[config.mk]
export PLATFORM = sky130hd
export DESIGN_NAME = logic_unit_pipe
export DESIGN_NICKNAME = d
export VERILOG_FILES = /design/src/rtl/logic_unit_pipe.sv
export SDC_FILE = /design/constraint.sdc
export NUM_CORES = 1
export LEC_CHECK = 0
export ABC_AREA = 1
export CORE_MARGIN = 2
export CORE_UTILIZATION = 56
export DETAILED_ROUTE_END_ITERATION = 10
export GPL_ROUTABILITY_DRIVEN = 0
export PLACE_DENSITY = 0.88
export REMOVE_ABC_BUFFERS = 1
export SYNTH_ARGS = -nofsm -noshare
export SYNTH_HDL_FRONTEND = slang
export SYNTH_SLANG_ARGS = --single-unit
[constraint.sdc]
create_clock -name clk -period 3 [get_ports clk]
set_clock_uncertainty 0.2 [all_clocks]
set_input_delay 0.6 -clock clk [delete_from_list [all_inputs] [get_ports clk]]
set_output_delay 0.6 -clock clk [all_outputs]
set_load 0.05 [all_outputs]
[src/rtl/logic_unit_pipe.sv]
// Registered WIDTH-bit bitwise logic unit with valid/ready handshakes and an OR/AND/XOR accumulator.
// Optional out_zero/out_parity flag outputs are enabled with `define LOGIC_UNIT_PIPE_FLAGS_EN.
module logic_unit_pipe #(
  parameter int WIDTH = 8
) (
  input  logic             clk,
  input  logic             rst_n,
  input  logic             in_valid,
  output logic             in_ready,
  input  logic [2:0]       op,
  input  logic             acc_mode,
  input  logic             acc_clr,
  input  logic [WIDTH-1:0] in1,
  input  logic [WIDTH-1:0] in2,
  output logic             out_valid,
  input  logic             out_ready,
  output logic [WIDTH-1:0] out
`ifdef LOGIC_UNIT_PIPE_FLAGS_EN
  ,
  output logic             out_zero,
  output logic             out_parity
`endif
);

  logic [WIDTH-1:0] acc;
  logic [WIDTH-1:0] b_eff;
  logic [WIDTH-1:0] result;
  logic             xfer_in;
  logic             xfer_out;

  assign in_ready = ~out_valid | out_ready;
  assign xfer_in  = in_valid & in_ready;
  assign xfer_out = out_valid & out_ready;

  // A clear together with an accumulate beat restarts the reduction from this word.
  always_comb begin
    b_eff  = in2;
    result = '0;
    if (acc_mode) begin
      b_eff = acc_clr ? '0 : acc;
    end
    case (op)
      3'b000:  result = in1 & b_eff;
      3'b001:  result = in1 | b_eff;
      3'b010:  result = in1 ^ b_eff;
      3'b011:  result = ~(in1 & b_eff);
      3'b100:  result = ~(in1 | b_eff);
      3'b101:  result = ~(in1 ^ b_eff);
      3'b110:  result = ~in1;
      default: result = in1;
    endcase
  end

  // An accepted accumulate beat wins over a standalone clear; the held result is replaced on any accept.
  always_ff @(posedge clk or negedge rst_n) begin
    if (!rst_n) begin
      acc       <= '0;
      out       <= '0;
      out_valid <= 1'b0;
    end else begin
      if (xfer_in && acc_mode) begin
        acc <= result;
      end else if (acc_clr) begin
        acc <= '0;
      end
      if (xfer_in) begin
        out       <= result;
        out_valid <= 1'b1;
      end else if (xfer_out) begin
        out_valid <= 1'b0;
      end
    end
  end

`ifdef LOGIC_UNIT_PIPE_FLAGS_EN
  always_ff @(posedge clk or negedge rst_n) begin
    if (!rst_n) begin
      out_zero   <= 1'b1;
      out_parity <= 1'b0;
    end else if (xfer_in) begin
      out_zero   <= (result == '0);
      out_parity <= ^result;
    end
  end
`endif

endmodule

==> impl_metrics.csv <==
group,metric,value,unit
synthesis,yosys-top-cells-area,"dfrtp_1 (24%), nand2_1 (22%), nand3_1 (16%)",
worst_setup_path,critical_path_class,"in -> reg",
die,die_w,60.0,µm
worst_setup_path,path_delay_family,"buffers and inverters",
clock_tree,numCtsBuffers,3,
worst_setup_path,rr_endpoint,"out[7]",
detailed_routing,drt-wirelength-per-cell,12.2,µm
sta,holdWs,0.295,ns
worst_setup_path,worstSetupEndpointType,"flip-flop",
detailed_routing,drtAntennaViolNets,0,
die,core_area,3030,µm²
synthesis,ys_async_sr_fraction,1.00,
synthesis,yosysTopAreaCell,"dfrtp_1",
final_layout,area_growth,22.2,%
final_layout,final_util,0.709,
die,start_util,0.580,
synthesis,synthCells,294,
place,io_buffers,34,
sta,rsz0062_at_grt,"no",
synthesis,synth_xor_area_frac,0,
synthesis,muxShareOfSynthArea,0,
synthesis,synth_edf_count,0,
synthesis,ys_types,15,
synthesis,synth_top_area_frac,0.242,
synthesis,avgSynthCellArea,5.97,µm²
sta,finalHoldViolations,0,
sta,slew_viol_final,0,
power_and_ir_drop,leakage,1.21,nW
synthesis,synth_area,1760,µm²
synthesis,synth-seq-cells,17,
power_and_ir_drop,vdd_drop_max,302,µV
sta,fmax,0.387,GHz
worst_setup_path,cpPeakStageDelay,0.40,ns
synthesis,yosys.area_share.simple,0.482,
status,status,"completed",
clock_tree,cts_hold_buf,0,
worst_setup_path,crit_path_max_fanout,13,
detailed_routing,firstDrtPassIters,4,
grt,grt_pass1_wl,7570,µm
clock_tree,cts-htree-levels,1,
die,core.rowCount,20,
clock_tree,cts_setup_buffers,0,
min_path,worstHoldStart,"out[1]",
final_layout,nNetsFinal,366,
synthesis,synth_top_family_by_area,"simple AND/OR/NAND/NOR gates",
run,maxCapViolations,0,
die,die-area,3600,µm²
sta,min_period,2.58,ns
power_and_ir_drop,power.total,758,µW
worst_setup_path,r2r_start,"acc[7]",
sta,tns,0,ns
synthesis,synth_ff_type,"dfrtp_1",
sta,slew_headroom,0.323,
grt,overflow,0,
grt,track_usage,0.271,
synthesis,synth_compound_area_frac,0.0228,
detailed_routing,drtIter0Drc,86,
worst_setup_path,cp_num_buf_inv,4,
die,die-height,60.0,µm
clock_tree,clock_sinks,17,
worst_setup_path,cp_data_required_time,2.99,ns
sta,setup_viol,0,
final_layout,fin_cells,368,
power_and_ir_drop,p_per_area,353,nW/µm²
sta,finalCritPeriodShare,0.861,
worst_setup_path,slowest_stage,"clkdlybuf4s50_1",
synthesis,synth_fa_ha_area_frac,0.114,
clock_tree,cts.clk_slew.worst_paths,0.11,ns
min_path,hold_end,"out[1]",
synthesis,yosys_warnings,0,
final_layout,n_antenna_cell,0,
min_path,whs_path_depth,2,
synthesis,seq_area_frac_synth,0.242,
final_layout,drive_above_1_share,0.0432,
detailed_routing,totalWireLength,4490,µm
detailed_routing,viasPerCell,5.27,
die,ios,35,
clock_tree,insertion_delay,0.29,ns
grt,grt_pass1_vias,1812,
clock_tree,root_buffer,"clkbuf_4",
grt,grt_max_degree,25,
clock_tree,cts_tree,"yes",
detailed_routing,num_vias,1940,
grt,antenna_found_initial,0,
clock_tree,ctsLongestPathBuffers,2,
place,dpl.hpwl,3350,µm
min_path,hold_class,"reg -> reg",
worst_setup_path,start_kind,"input pin",
detailed_routing,drcViolationCount,0,
sta,worst_slew_pin_slew,1.01,ns
worst_setup_path,reg2reg_slack,1.10,ns
worst_setup_path,path_common_cell,"nand2_1",
clock_tree,cts_resized,0,
place,dp.cells,364,
worst_setup_path,r2r_cells,11,
worst_setup_path,cp_cell_sequence,"clkdlybuf4s50_1 -> inv_1 -> nand2_1 -> o21ai_0 -> inv_1 -> ha_1 -> inv_1 -> nand3_1 -> nand2_1 -> nor2_1 -> nand2_1 -> nand3_1 -> nand2_1",
worst_setup_path,crit_arrival,2.57,ns
## synth_stat cells (2+ instances only)
master	count
buf_2	6
clkbuf_1	3
ha_1	16
nand3_1	55
nor2_2	2
buf_4	3
nand2_1	101
nor2_1	18
o21ai_0	8
inv_1	46
dfrtp_1	17
nand4_1	16
## per-stage QoR
stage	instance area, µm²	setup slack (ns)
final	2150	0.416
after global routing	2150	0.228
after CTS	2150	0.400
after detailed placement	2120	0.0921
after global placement	2120	0.117
after floorplan	1690	0.768
## routing by layer
layer	vias to the layer above	track usage	routed length (µm)
met5	-	0	0
met4	0	0.0349	21
met3	4	0.0476	238
met2	65	0.481	2280
met1	883	0.349	1960
li1	988	-	-
## cell families (layout without fill, tap and decap cells)
kind of cell	count (synthesis)	count (layout)
AOI/OAI and AO/OA	8	8
adders and majority gates	16	16
buffers and inverters	60	90
DFF	17	17
and+or+nand+nor	193	193
## registers in the layout (all words and copies together) (netlist names)
register and cells:
out_valid 1, out 8, acc 8
## final cells by class
class	count	area, µm²
clock buffers	3	22.5
clock inverters	1	5.00
inverters	47	176
fillers	279	882
repair buffers	39	375
well taps	44	55.1
multi-input cells	217	1090
flip-flops and latches	17	425
## cell usage in the layout (no fill, tap or decap)
cell type        count
buf_4                6
nor2_1              18
clkdlybuf4s50_1     33
nor2_2               2
clkinv_2             1
ha_1                16
inv_2                1
dfrtp_1             17
nand2_1            101
o21ai_0              8
nand3_1             55
clkbuf_4             3
nor2_4               1
inv_1               46
nand4_1             16
## worst max path at each step
stage | start | end | slack [ns] | cells past startpoint
floorplan | out_valid | acc[0] | 0.77 | 6
global placement | acc_clr | out[6] | 0.12 | 13
detailed placement | acc_clr | out[7] | 0.09 | 13
CTS | acc_clr | out[7] | 0.40 | 13
global route | acc_clr | out[6] | 0.23 | 13
finish | acc_clr | out[7] | 0.42 | 13
## worst register-to-register path: stages (launching register included)
cell and delay [ns]:
dfrtp_1 0.36, nand2_1 0.06, o21ai_0 0.29, inv_1 0.08
ha_1 0.30, inv_1 0.04, nand3_1 0.07, nand2_1 0.05
nor2_1 0.11, nand2_1 0.09, nand3_1 0.07, nand2_1 0.07
## power by group
part           switching (mW)  leakage [nW]  internal, mW  total (mW)
sequential             0.0176         0.219         0.260       0.277
clock                  0.0778        0.0177        0.0497       0.128
combinational           0.228         0.972         0.125       0.353
total                   0.324          1.21         0.435       0.758
Note: power is estimated with default switching activity, not from simulation.
